## src/rtl/div_seq_ctrl.sv

```systemverilog
// rtl/div_seq_ctrl.sv - command FIFO and load/run/capture sequencer around the restoring divider core
// Optional DIV_SEQ_DBZ_EN: zero divisors bypass the core and return an all-ones quotient with Out_dbz_o set.
module div_seq_ctrl #(
    parameter int L       = 16,
    parameter int l       = 3,
    parameter int DEPTH   = 4,
    parameter int DIV_LAT = 4*L+4
) (
    input  logic                       Clk_i,
    input  logic                       Rst_ni,
    input  logic                       In_valid_i,
    output logic                       In_ready_o,
    input  logic [L-1:0]               In_dividend_i,
    input  logic [l-1:0]               In_divisor_i,
    output logic [L-1:0]               Div_dividend_o,
    output logic [l-1:0]               Div_divisor_o,
    output logic                       Div_load_o,
    input  logic [L-1:0]               Div_q_i,
    input  logic [L:0]                 Div_a_i,
    output logic                       Out_valid_o,
    input  logic                       Out_ready_i,
    output logic [L-1:0]               Out_q_o,
    output logic [l-1:0]               Out_rem_o,
    output logic                       Out_dbz_o,
    output logic                       Busy_o,
    output logic [$clog2(DEPTH):0]     Level_o
);

    localparam int PW = $clog2(DEPTH);
    localparam int CW = $clog2(DIV_LAT+1);

    typedef enum logic [1:0] {S_IDLE, S_LOAD, S_RUN, S_CAPT} state_t;

    state_t         state_q, state_d;
    logic [PW:0]    wr_ptr, rd_ptr;
    logic [L-1:0]   mem_dvd [DEPTH];
    logic [l-1:0]   mem_dvs [DEPTH];
    logic [CW-1:0]  cnt_q;
    logic           full, empty, push, pop, cap;
    logic           div_a_unused;

    // Upper remainder bits are always zero because rem < divisor.
    assign div_a_unused = ^Div_a_i[L:l];

    assign empty      = (wr_ptr == rd_ptr);
    assign full       = (wr_ptr[PW] != rd_ptr[PW]) && (wr_ptr[PW-1:0] == rd_ptr[PW-1:0]);
    assign In_ready_o = !full;
    assign push       = In_valid_i && !full;
    assign Level_o    = wr_ptr - rd_ptr;
    assign Busy_o     = (state_q != S_IDLE);

`ifdef DIV_SEQ_DBZ_EN
    logic head_zero, dbz_q, out_dbz_q;
    assign head_zero = (mem_dvs[rd_ptr[PW-1:0]] == '0);
    assign Out_dbz_o = out_dbz_q;
`else
    assign Out_dbz_o = 1'b0;
`endif

    always_comb begin
        state_d    = state_q;
        pop        = 1'b0;
        cap        = 1'b0;
        Div_load_o = 1'b0;
        case (state_q)
            S_IDLE: begin
                if (!empty) begin
                    pop     = 1'b1;
`ifdef DIV_SEQ_DBZ_EN
                    state_d = head_zero ? S_CAPT : S_LOAD;
`else
                    state_d = S_LOAD;
`endif
                end
            end
            S_LOAD: begin
                Div_load_o = 1'b1;
                state_d    = S_RUN;
            end
            S_RUN: begin
                if (cnt_q == CW'(DIV_LAT))
                    state_d = S_CAPT;
            end
            S_CAPT: begin
                if (!Out_valid_o || Out_ready_i) begin
                    cap     = 1'b1;
                    state_d = S_IDLE;
                end
            end
            default: state_d = S_IDLE;
        endcase
    end

    always_ff @(posedge Clk_i) begin
        if (push) begin
            mem_dvd[wr_ptr[PW-1:0]] <= In_dividend_i;
            mem_dvs[wr_ptr[PW-1:0]] <= In_divisor_i;
        end
    end

    always_ff @(posedge Clk_i or negedge Rst_ni) begin
        if (!Rst_ni) begin
            state_q        <= S_IDLE;
            wr_ptr         <= '0;
            rd_ptr         <= '0;
            cnt_q          <= '0;
            Div_dividend_o <= '0;
            Div_divisor_o  <= '0;
        end else begin
            state_q <= state_d;
            if (push)
                wr_ptr <= wr_ptr + 1'b1;
            if (pop) begin
                rd_ptr         <= rd_ptr + 1'b1;
                Div_dividend_o <= mem_dvd[rd_ptr[PW-1:0]];
                Div_divisor_o  <= mem_dvs[rd_ptr[PW-1:0]];
            end
            if (state_q == S_LOAD)
                cnt_q <= '0;
            else if (state_q == S_RUN)
                cnt_q <= cnt_q + 1'b1;
        end
    end

    // Output slot: a capture in the same cycle as a handshake keeps it full.
    always_ff @(posedge Clk_i or negedge Rst_ni) begin
        if (!Rst_ni) begin
            Out_valid_o <= 1'b0;
            Out_q_o     <= '0;
            Out_rem_o   <= '0;
`ifdef DIV_SEQ_DBZ_EN
            dbz_q       <= 1'b0;
            out_dbz_q   <= 1'b0;
`endif
        end else begin
`ifdef DIV_SEQ_DBZ_EN
            if (pop)
                dbz_q <= head_zero;
`endif
            if (cap) begin
                Out_valid_o <= 1'b1;
`ifdef DIV_SEQ_DBZ_EN
                if (dbz_q) begin
                    Out_q_o   <= '1;
                    Out_rem_o <= Div_dividend_o[l-1:0];
                    out_dbz_q <= 1'b1;
                end else begin
                    Out_q_o   <= Div_q_i;
                    Out_rem_o <= Div_a_i[l-1:0];
                    out_dbz_q <= 1'b0;
                end
`else
                Out_q_o   <= Div_q_i;
                Out_rem_o <= Div_a_i[l-1:0];
`endif
            end else if (Out_ready_i) begin
                Out_valid_o <= 1'b0;
            end
        end
    end

endmodule

```

## config.mk

```make
export PLATFORM = sky130hd
export DESIGN_NAME = div_seq_ctrl
export DESIGN_NICKNAME = d
export VERILOG_FILES = /design/src/rtl/div_seq_ctrl.sv
export SDC_FILE = /design/constraint.sdc
export NUM_CORES = 1
export LEC_CHECK = 0
export CAP_MARGIN = 15
export CORE_UTILIZATION = 46
export DETAILED_ROUTE_END_ITERATION = 10
export PLACE_DENSITY = 0.75
export SLEW_MARGIN = 40
export SYNTH_ARGS = -nofsm -noshare
export SYNTH_HDL_FRONTEND = slang
export SYNTH_SLANG_ARGS = --single-unit
```

## constraint.sdc

```tcl
create_clock -name Clk_i -period 2.2 [get_ports Clk_i]
set_input_delay 0.44 -clock Clk_i [delete_from_list [all_inputs] [get_ports Clk_i]]
set_output_delay 0.44 -clock Clk_i [all_outputs]
set_load 0.02 [all_outputs]
```

== Word level (Yosys, flattened, before mapping) ==
Memories as Yosys holds them, arrays and structs flattened. A register that Yosys moved wholly into a read port is not among the register bits.
Cells that the tools add are included.
Widths: inputs -> output; s select.
Operators by class
  add/sub/neg operators: 4
  multipliers: 0
  div/mod/pow operators: 0
  order comparisons: 0
  eq/ne operators: 10
  shift-type cells: 0
  multiplexer cells: 15
  bitwise logic cells: 0
  reductions and logical operators: 12
Operator list (number)
  $mux 7: 2
  $mux 1: 9
  $pmux 2 s4: 1
  $add 7x1->7 const B: 1
  $eq 7x7->1 const B: 1
  $add 3x1->3 const B: 2
  $mux 2: 3
  $ne 2x2->1 const B: 3
  $reduce_bool 2->1: 3
  $eq 2x2->1 const B: 2
  $logic_not 1->1: 4
  $eq 3x3->1: 1
  $reduce_and 3->1: 1
  $sub 3x3->3: 1
  $eq 2x1->1 const B: 1
  $eq 2x2->1: 1
  $logic_and 1x1->1: 2
  $logic_not 2->1: 1
  $logic_or 1x1->1: 1
  $ne 1x1->1: 1
Word-level totals
  register bits after elaboration: 35
  bits in latches: 0
  bits in writable memories: 76
  ROM bits: 0
  bits of input ports: 56
  output and inout bits: 46
  logic and storage cells: 50
  memories kept: 2
Memories
  mem_dvd: words 4, width 16, rd ports 1, clocked after memory_dff 1, write ports 1, line 36  | logic [L-1:0] mem_dvd [DEPTH];
  mem_dvs: words 4, width 3, rd ports 1, clocked after memory_dff 1, write ports 1, line 37  | logic [l-1:0] mem_dvs [DEPTH];

== Longest topological paths before layout ==
Gate-level depths: netlist of the first run.
  depth in word-level cells: 6
  depth in mapped cells: 7
  mapped depth without buffers: 6

== Worst setup path after synthesis of the first run ==
No wires, ideal clock.
  path type: register -> register
  start point: reg rd_ptr[1]
  end point: mem mem_dvd[3][0] (enable)
  setup time: 379 ps
  data arrival time: 1933 ps
  data required time: 1821 ps
  setup slack: -112 ps
  cell stages (with the launch flop): 7
  path buffers: 1
  period minus slack after synthesis: 2312 ps
  path through: dfrtp_1 -> clkbuf_1 -> inv_1 -> ha_1 -> nand2_1 -> o21a_1 -> and2_1
On the way
  longest elaborated chain between the ends: 6
Ends and longest elaborated chain
  start, declared: line 35  | logic [PW:0] wr_ptr, rd_ptr;
  start signal, assigned: line 114  | rd_ptr <= rd_ptr + 1'b1;
  $eq 2x2->1: line 46  | assign full = (wr_ptr[PW] != rd_ptr[PW]) && (wr_ptr[PW-1:0] == rd_ptr[PW-1:0]);
  $logic_and 1x1->1: line 46
  $logic_not 1->1: line 48  | assign push = In_valid_i && !full;
  $logic_and 1x1->1: line 48
  $mux 1: line 95  | if (push) begin
  $mux 1 (not written as such): line 96  | mem_dvd[wr_ptr[PW-1:0]] <= In_dividend_i;
  end, declared: line 36
No other way between the ends.

== Worst setup path in the final report of the first run ==
  start point: reg rd_ptr[0]
  end point: out Level_o[1]
On the way
  longest elaborated chain between the ends: 1
Ends and longest elaborated chain
  $sub 3x3->3: line 49  | assign Level_o = wr_ptr - rd_ptr;
  end, declared: line 26  | output logic [$clog2(DEPTH):0] Level_o
No other way between the ends.

==> results of run 1 <==
==> cell type report <==
type                    instances  area share (%)
flip-flops and latches        130            52.7
well taps                     140            2.54
repair buffers                112            15.2
clock inverters                13            1.81
inverters                      15           0.817
multi-input cells             124            20.6
clock buffers                  19            6.41
==> cell families after synthesis <==
kind of cell	after synthesis	share of synthesized area (%)
fa+ha+maj	14	3.56
compound gates	13	1.76
xor+xnor	8	1.37
other cells	1	0.0731
buf+inv	24	2.19
simple gates	27	2.71
flops	130	70.8
mux	61	17.5
==> power by group <==
part / switching, mW / total [mW] / internal, mW / leakage [nW]
registers: 0.0745 / 2.99 / 2.92 / 1.36
clock network: 1.07 / 2.65 / 1.58 / 0.276
logic: 0.523 / 1.01 / 0.489 / 1.10
total: 1.67 / 6.65 / 4.99 / 2.74
==> layout by cell type (no fill, tap or decap), drive strengths merged, types with 2 or more instances in the layout <==
cell type / netlist / routed
xnor2: 5 / 5
and2: 4 / 4
nor2: 5 / 5
ha: 13 / 13
o22ai: 3 / 3
edfxtp: 76 / 76
mux2: 41 / 41
dfrtp: 54 / 54
mux4: 19 / 19
clkinvlp: 0 / 2
a21oi: 3 / 3
o21ai: 3 / 3
nand2: 8 / 8
nand3: 2 / 2
xor2: 3 / 3
dlygate4sd2: 0 / 2
buf: 6 / 29
clkinv: 0 / 5
inv: 15 / 20
clkbuf: 3 / 19
clkdlybuf4s50: 0 / 79
==> through the flow <==
stage	utilization, %	TNS [ns]	area (um2)	setup WS [ns]
2_1_floorplan	-	0	5140	0.108
3_3_place_gp	57.7	0	6250	0.00879
4_1_cts	63.3	-0.102	6870	-0.0729
5_1_grt	63.6	-0.169	6900	-0.0903
6_report	63.6	-0.0418	6900	-0.0418
3_5_place_dp	57.7	0	6250	0.00150
==> Yosys cell counts (all sizes together) (2+ instances only) <==
master	instances
edfxtp	76
dfrtp	54
mux2	41
mux4	19
inv	15
ha	13
nand2	8
buf	6
nor2	5
xnor2	5
and2	4
a21oi	3
clkbuf	3
o21ai	3
o22ai	3
xor2	3
nand3	2
==> final timing paths <==
path | startpoint | to | slack [ns] | depth (start not counted)
setup / recovery | rd_ptr[0] | Level_o[1] | -0.04 | 4
hold / removal | Rst_ni | cnt_q[2] | 0.40 | 2
setup reg to reg | wr_ptr[2] | Div_dividend_o[15] | 0.22 | 3
hold reg to reg | wr_ptr[2] | wr_ptr[2] | 0.49 | 1
max in group asynchronous | Rst_ni | Div_dividend_o[12] | 1.08 | 3
min in group Clk_i | wr_ptr[2] | wr_ptr[2] | 0.49 | 1
==> flip-flops by register name (all words and copies together), names as in the netlist, 3 cells and up <==
signal and flops:
mem_dvs 12, Div_dividend_o 16, mem_dvd 64, cnt_q 7, Out_q_o 16, Div_divisor_o 3
wr_ptr 3, Out_rem_o 3, rd_ptr 3
==> per-layer routing <==
metal,up-vias,track usage [%]
li1,1286,-
met1,1471,22.0
met2,87,32.4
met3,10,6.17
met4,0,4.40
met5,-,0
==> worst register-to-register path: stages, from the launching register on <==
cell     delay [ns]
dfrtp_1        0.40
xnor2_1        0.38
a31o_2         0.67
mux2_2         0.42
==> repair_timing <==
item	in CTS	in global routing
endpoints found under the setup margin	6	4
hold buffers	1	0
pin swaps	2	3
gates resized for setup	25	2
setup buffers	4	2
hold endpoints to repair	15	0
==> results.json, run 1 <==
{
  "outcome": "complete, but fails checks",
  "violations": "negative setup slack",
  "grt_pass1_wl_um": 15600,
  "arrival_ns": 1.80,
  "multi_input_comb_area_um2": 1420,
  "powerDensity_nw_per_um2": 965,
  "hold_ws_ns": 0.404,
  "setup_violations": 1,
  "grt_start_max_net_pins": 29,
  "grt_overflow": 0,
  "synth_area_leaders": "edfxtp_1, dfrtp_1, mux2_2",
  "wl_met2_um": 5110,
  "drive_gt1_share_pct": 32.2,
  "clkLatencyLatePin_ns": 0.51,
  "critPathTopFamily": "adder cells",
  "syn_nets": 348,
  "row_count": 38,
  "grt_antenna_before_repair": 0,
  "place_hpwl_um": 6220,
  "cts_max_path_buffers": 2,
  "place.gp.congestion": 0.708,
  "synth_edf_count": 76,
  "totalPowerFinal_mw": 6.65,
  "met3_length_um": 506,
  "synth_top_cell_by_area": "edfxtp_1",
  "fp.dieW_um": 108,
  "cts_htree_levels": 4,
  "path_clk_slew_ns": 0.06,
  "crit_buf_inv": 2,
  "async_flop_share_pct": 41.5,
  "final.setup_skew_ns": 0.00722,
  "n_antenna_cell": 0,
  "drv_cap": 0,
  "grt_usage_pct": 18.5,
  "via_per_inst": 5.16,
  "die_h_um": 108,
  "dr.pass1.iters": 4,
  "syn_avg_cell_area_um2": 18.5,
  "die_area_um2": 11600,
  "drt-initial-drc-count": 119,
  "fmax_ghz": 0.446,
  "hold_path_class": "in2async",
  "fin_ws_ns": -0.0418,
  "ir_worst_vdd_mv": 0.538,
  "worstMarginPinSlew_ns": 0.676,
  "cp_slowest_cell": "fa_2",
  "vias": 2854,
  "critPathKind": "reg2out",
  "core_um2": 10800,
  "top_layer": "met4",
  "postSynthCellCount": 278,
  "p_leak_nw": 2.74,
  "cts-buffers-inserted": 17,
  "wl_per_cell_um": 17.5,
  "io_pins": 102,
  "nFillCells": 818,
  "slew_headroom_pct": 54.9,
  "rsz0062_at_grt": "true",
  "cts_sinks": 130,
  "maxSlewViolCount": 0,
  "drcViolationCount": 0,
  "drt-met1-wl_um": 3950,
  "cp-start-kind": "flop",
  "dp.cells": 514,
  "cts_tree": "built",
  "seq_area_um2": 3630,
  "synth_seq_cells": 130,
  "seq_area_frac_synth_pct": 70.8,
  "period_needed_ns": 2.24,
  "drt-total-wl_um": 9660,
  "crit_chain": "ha_4 > fa_2 > inv_2 > buf_6",
  "endpoint_kind": "primary output",
  "hold_viol_final": 0,
  "postRouteAntennaNets": 0,
  "yosysWarnings": 0,
  "synthFlopType": "edfxtp_1",
  "final_cells": 553,
  "synth_cell_types": 35,
  "cp.required_ns": 1.76,
  "finalCritPeriodShare_pct": 102,
  "area_growth_syn_to_layout_pct": 34.4,
  "nNetsFinal": 470,
  "initial_core_util_pct": 47.3,
  "worstPathMaxFanout": 2,
  "cts_root_buffer": "clkbuf_8",
  "cpPeakStageDelay_ns": 0.53,
  "yosysTopAreaCellShare_pct": 44.5,
  "grt_pass1_vias": 3070,
  "syn_area_um2": 5130,
  "io_buffers": 86
}
(Power assumes the default switching activity.)
==> run 2: changes to the inputs <==
SETUP_SLACK_MARGIN = 0.15   (was not set)
==> results.json, run 2 (synthesized netlist as in run 1, its figures left out) <==
{
  "clkLatencyLatePin_ns": 0.50,
  "fin_util_pct": 64.3,
  "grt_usage_pct": 17.4,
  "clkPwrFrac_pct": 38.4,
  "fin_ws_ns": 0.0106,
  "cts_max_path_buffers": 2,
  "dr.pass1.iters": 4,
  "final.setup_skew_ns": 0.00509,
  "ir_worst_vdd_mv": 0.668,
  "reg2reg_depth": 6,
  "hold_path_class": "in2async",
  "hold_viol_final": 0,
  "final_cell_mix": "clkdlybuf4s50_1, edfxtp_1, dfrtp_1",
  "via_per_inst": 5.06,
  "io_buffers": 86,
  "arrival_ns": 1.75,
  "p_leak_nw": 2.76,
  "initial_core_util_pct": 47.3,
  "critPathKind": "reg2out",
  "switching_power_mw": 1.66,
  "drt-initial-drc-count": 178,
  "drive_gt1_share_pct": 32.8,
  "cp-start-kind": "flop",
  "grt_antenna_before_repair": 0,
  "hold_ws_ns": 0.481,
  "outcome": "complete, no violations",
  "worstMarginPinSlew_ns": 0.598,
  "regToRegSetupSlack_ns": 0.31,
  "cp.required_ns": 1.76,
  "cts_root_buffer": "clkbuf_8",
  "endpoint_kind": "primary output",
  "nNetsFinal": 472,
  "place.gp.congestion": 0.736,
  "place_ws_ns": -0.0256,
  "p_int_mw": 5.00,
  "n_antenna_cell": 0,
  "row_count": 38,
  "area_growth_syn_to_layout_pct": 35.8,
  "wl_per_cell_um": 16.6,
  "crit_chain": "ha_4 > fa_2 > inv_2 > buf_6",
  "setup_violations": 0,
  "grt_start_max_net_pins": 26,
  "maxSlewViolCount": 0,
  "timing.rr.end": "mem_dvd[0][7]",
  "die_area_um2": 11600,
  "totalPowerFinal_mw": 6.66,
  "drcViolationCount": 0,
  "p_sw_share_pct": 24.9,
  "fp.dieW_um": 108,
  "drt-total-wl_um": 9230,
  "cp_slowest_cell": "fa_2",
  "rsz0062_at_grt": "true",
  "grt_pass1_vias": 3018,
  "finalSetupTns_ns": 0,
  "cts-buffers-inserted": 17,
  "cts_sinks": 130,
  "reg2reg_from": "wr_ptr[1]",
  "grt_pass1_wl_um": 14800,
  "cts_tree": "built",
  "core_um2": 10800,
  "postRouteAntennaNets": 0,
  "finalCritPeriodShare_pct": 99.5,
  "seq_power_share_pct": 45.0,
  "worstPathMaxFanout": 2,
  "final_common_cell": "clkdlybuf4s50_1",
  "slew_headroom_pct": 60.2,
  "place_hpwl_um": 5850,
  "period_needed_ns": 2.19,
  "cts_htree_levels": 4,
  "vias": 2807,
  "fmax_ghz": 0.457,
  "powerDensity_nw_per_um2": 956,
  "die_h_um": 108,
  "nFillCells": 785,
  "grt_overflow": 0,
  "drv_cap": 0,
  "largest_reg_flops": 64,
  "io_pins": 102,
  "p_comb_share_pct": 16.6,
  "path_clk_slew_ns": 0.06,
  "cpPeakStageDelay_ns": 0.52
}
[run 2: changes by cell type in the layout (fill, tap and decap cells not counted), moves of 2 or more]
cell and delta:
buf_4 -3, buf_12 +4, clkbuf_8 -2, buf_6 +2, dlygate4sd2_1 -2, clkinv_4 -2
[run 2: cell type report]
class                   count  area, um2  share of cell area (%)
inverters                  15       56.3                   0.808
multi-input cells         124       1430                    20.6
flip-flops and latches    130       3630                    52.1
well taps                 140        175                    2.51
clock buffers              18        418                    6.00
clock inverters            14        128                    1.83
repair buffers            114       1120                    16.1
[run 2: what timing repair did]
| item | CTS | global route |
|---|---|---|
| hold buffers | 1 | 0 |
| endpoints found under the hold margin | 22 | 0 |
| setup buffers | 7 | 5 |
| pin swaps | 2 | 3 |
| setup endpoints to repair | 6 | 5 |
| gates resized for setup | 27 | 8 |
[run 2: worst max path at each step]
| stage | startpoint | to | slack [ns] | cells after the start |
|---|---|---|---|---|
| 6_report | rd_ptr[0] | Level_o[1] | 0.01 | 4 |
| 5_1_grt | rd_ptr[0] | Level_o[1] | -0.05 | 4 |
| 3_3_place_gp | wr_ptr[0] | Level_o[2] | 0.04 | 5 |
| 2_1_floorplan | rd_ptr[1] | mem_dvd[0][0] | 0.12 | 6 |
| 4_1_cts | rd_ptr[0] | Level_o[2] | -0.03 | 4 |
| 3_5_place_dp | wr_ptr[0] | Level_o[2] | -0.03 | 5 |
[run 2: metal layers]
metal / wire [um] / vias to the layer above / GRT usage [%]
met5: 0 / - / 0
met4: 89 / 0 / 6.95
met3: 514 / 11 / 5.63
met2: 4810 / 83 / 30.1
met1: 3820 / 1420 / 19.9
li1: - / 1293 / -
[run 2: per-stage QoR]
step | cell area (um2) | cells
after global placement | 6270 | 510
after CTS | 6910 | 550
after global routing | 6970 | 555
after floorplan | 5140 | 278
after detailed placement | 6270 | 510
final | 6970 | 555
[run 2: critical path, delay by kind of cell (launching register included)]
| kind | cells | cell delay [ns] |
|---|---|---|
| buf+inv | 2 | 0.15 |
| flops | 1 | 0.41 |
| fa+ha+maj | 2 | 0.69 |
[run 2: power by group through the flow]
| stage | clock (mW) | sequential [mW] | combinational [mW] |
|---|---|---|---|
| finish | 2.56 | 3.00 | 1.10 |
| global placement | 0 | 3.02 | 0.927 |
| CTS | 2.61 | 3.00 | 1.05 |
| global route | 2.71 | 3.02 | 1.20 |
| detailed placement | 0 | 3.04 | 0.951 |
| floorplan | 0 | 3.02 | 0.474 |
==> edit, RTL diff (flow settings as in run 1) <==
Build with the macro `DIV_SEQ_DBZ_EN` defined.
--- a/src/rtl/div_seq_ctrl.sv
+++ b/src/rtl/div_seq_ctrl.sv
@@ -2,2 +2,4 @@
 // Optional DIV_SEQ_DBZ_EN: zero divisors bypass the core and return an all-ones quotient with Out_dbz_o set.
+`define DIV_SEQ_DBZ_EN
+
 module div_seq_ctrl #(
Formal check against the unedited RTL: not equivalent (Yosys sat finds a counterexample within 4 cycles, from zero or initial values and one cycle with Rst_ni low).
==> edit against run 1 <==
Wire length rose by 7.8%. Die area rose by 3.4%. Synthesized area up 3.4%. Via count up 7.4%. Sequential cell count up 2. Sequential share of layout area decreased by 0.60 points. Synthesized cell count rose by 17%. Critical path depth grew 1. Cell area increased by 2.5%. Highest routed layer unchanged. Setup slack improved by 0.090 ns.
Power is not compared: it rests on default switching activity, and its combinational part moved more than twofold at a synthesized area within 25%.
==> edit: results <==
metrics = {
    "final_layout": {
        "fillers": 828,
        "buffer_area_share_pct": 14.9,
        "design_area_mm2": 0.00707,
        "clockBufferCount": 18,
        "multi_input_area_share_pct": 21.2,
        "clock_area_share_pct": 8.59,
        "buffers": 106,
        "seqCellArea_mm2": 0.00368,
        "drive_gt1_share_pct": 20.5,
        "seq_cell_count": 132,
        "fin_nets": 507,
        "areaGrowthSynthToFinish_pct": 33.2,
    },
    "placement": {
        "placed_cell_area_mm2": 0.00645,
        "gp_congestion": 0.760,
        "dp_hpwl_um": 6520,
        "dp.cells": 555,
        "pre_cts_slack_ns": 0.0216,
        "port_buffers": 87,
    },
    "route": {
        "first_iter_violations": 109,
        "totalWireLength_um": 10400,
        "dr_total_vias": 3065,
        "m1WireLength_um": 4080,
        "routedWlPerCell_um": 17.7,
        "met2_length_um": 5540,
        "firstDrtPassIters": 5,
        "wl_met3_um": 678,
    },
    "synth": {
        "ys_types": 33,
        "synthMuxAreaShare_pct": 14.1,
        "synth_compound_area_share_pct": 3.42,
        "ys_seq_area_share_pct": 69.4,
        "syn_area_per_cell_um2": 16.4,
        "synthTopCellsByCount": "76 x edfxtp_1, 56 x dfrtp_1, 39 x nor2_1",
        "synth_area_leaders": "edfxtp_1 43%, dfrtp_1 26%, mux4_2 6.8%",
        "syn_nets": 395,
        "async_reset_ff_share_pct": 42.4,
        "yosys.area_share.adder_pct": 3.68,
    },
    "sta": {
        "fin_crit_ns": 2.15,
        "hold_slack_ns": 0.0271,
        "finalSetupViolations": 0,
        "skew_ns": 0.00630,
        "worstMarginPinSlew_ns": 0.681,
    },
    "global_route": {
        "grt_pass1_wl_um": 16300,
        "grt_util_all_layers_pct": 19.2,
        "grt_max_degree": 33,
        "grt_pass1_vias": 3264,
        "gr-usage-met3_pct": 6.05,
        "grtUsageMet1_pct": 21.0,
    },
    "status": {
        "status": "completed",
    },
    "worst_setup_path": {
        "crit_path_start": "wr_ptr[0]",
        "r2r_start": "wr_ptr[1]",
        "cp_slowest_stage_delay_ns": 0.51,
        "r2r_setup_slack_ns": 0.25,
        "r2r_end": "mem_dvd[3][1]",
        "reg2reg_depth": 4,
        "crit_arrival_ns": 1.71,
    },
    "power_and_ir_drop": {
        "p_leak_nw": 2.73,
    },
    "clock_network": {
        "clk-insertion-delay-late_ns": 0.41,
        "cts-root-buf": "clkbuf_16",
    },
}
## edit: cell count changes in the layout (fill, tap and decap cells not counted), sizes merged, moves of 2 or more
| cell | before | now |
|---|---|---|
| nand2 | 8 | 5 |
| nand3b | 1 | 3 |
| o22ai | 3 | 1 |
| o21ai | 3 | 6 |
| a21oi | 3 | 24 |
| bufinv | 1 | 3 |
| dfrtp | 54 | 56 |
| nor2 | 5 | 39 |
| buf | 29 | 22 |
| mux2 | 41 | 22 |
| mux2i | 1 | 6 |
| xor2 | 3 | 5 |
| inv | 20 | 18 |
## edit: power breakdown
group	internal [W]	switching [W]
sequential	0.00349	0.000422
combinational	0.00217	0.00230
clock	0.00180	0.00108
total	0.00746	0.00380
## edit: repair_timing
action                     4_1_cts  5_1_grt
setup buffers                    0        2
pin swaps                        0        0
hold buffers                     0        0
setup endpoints to repair        6        2
gates resized for setup         14        3
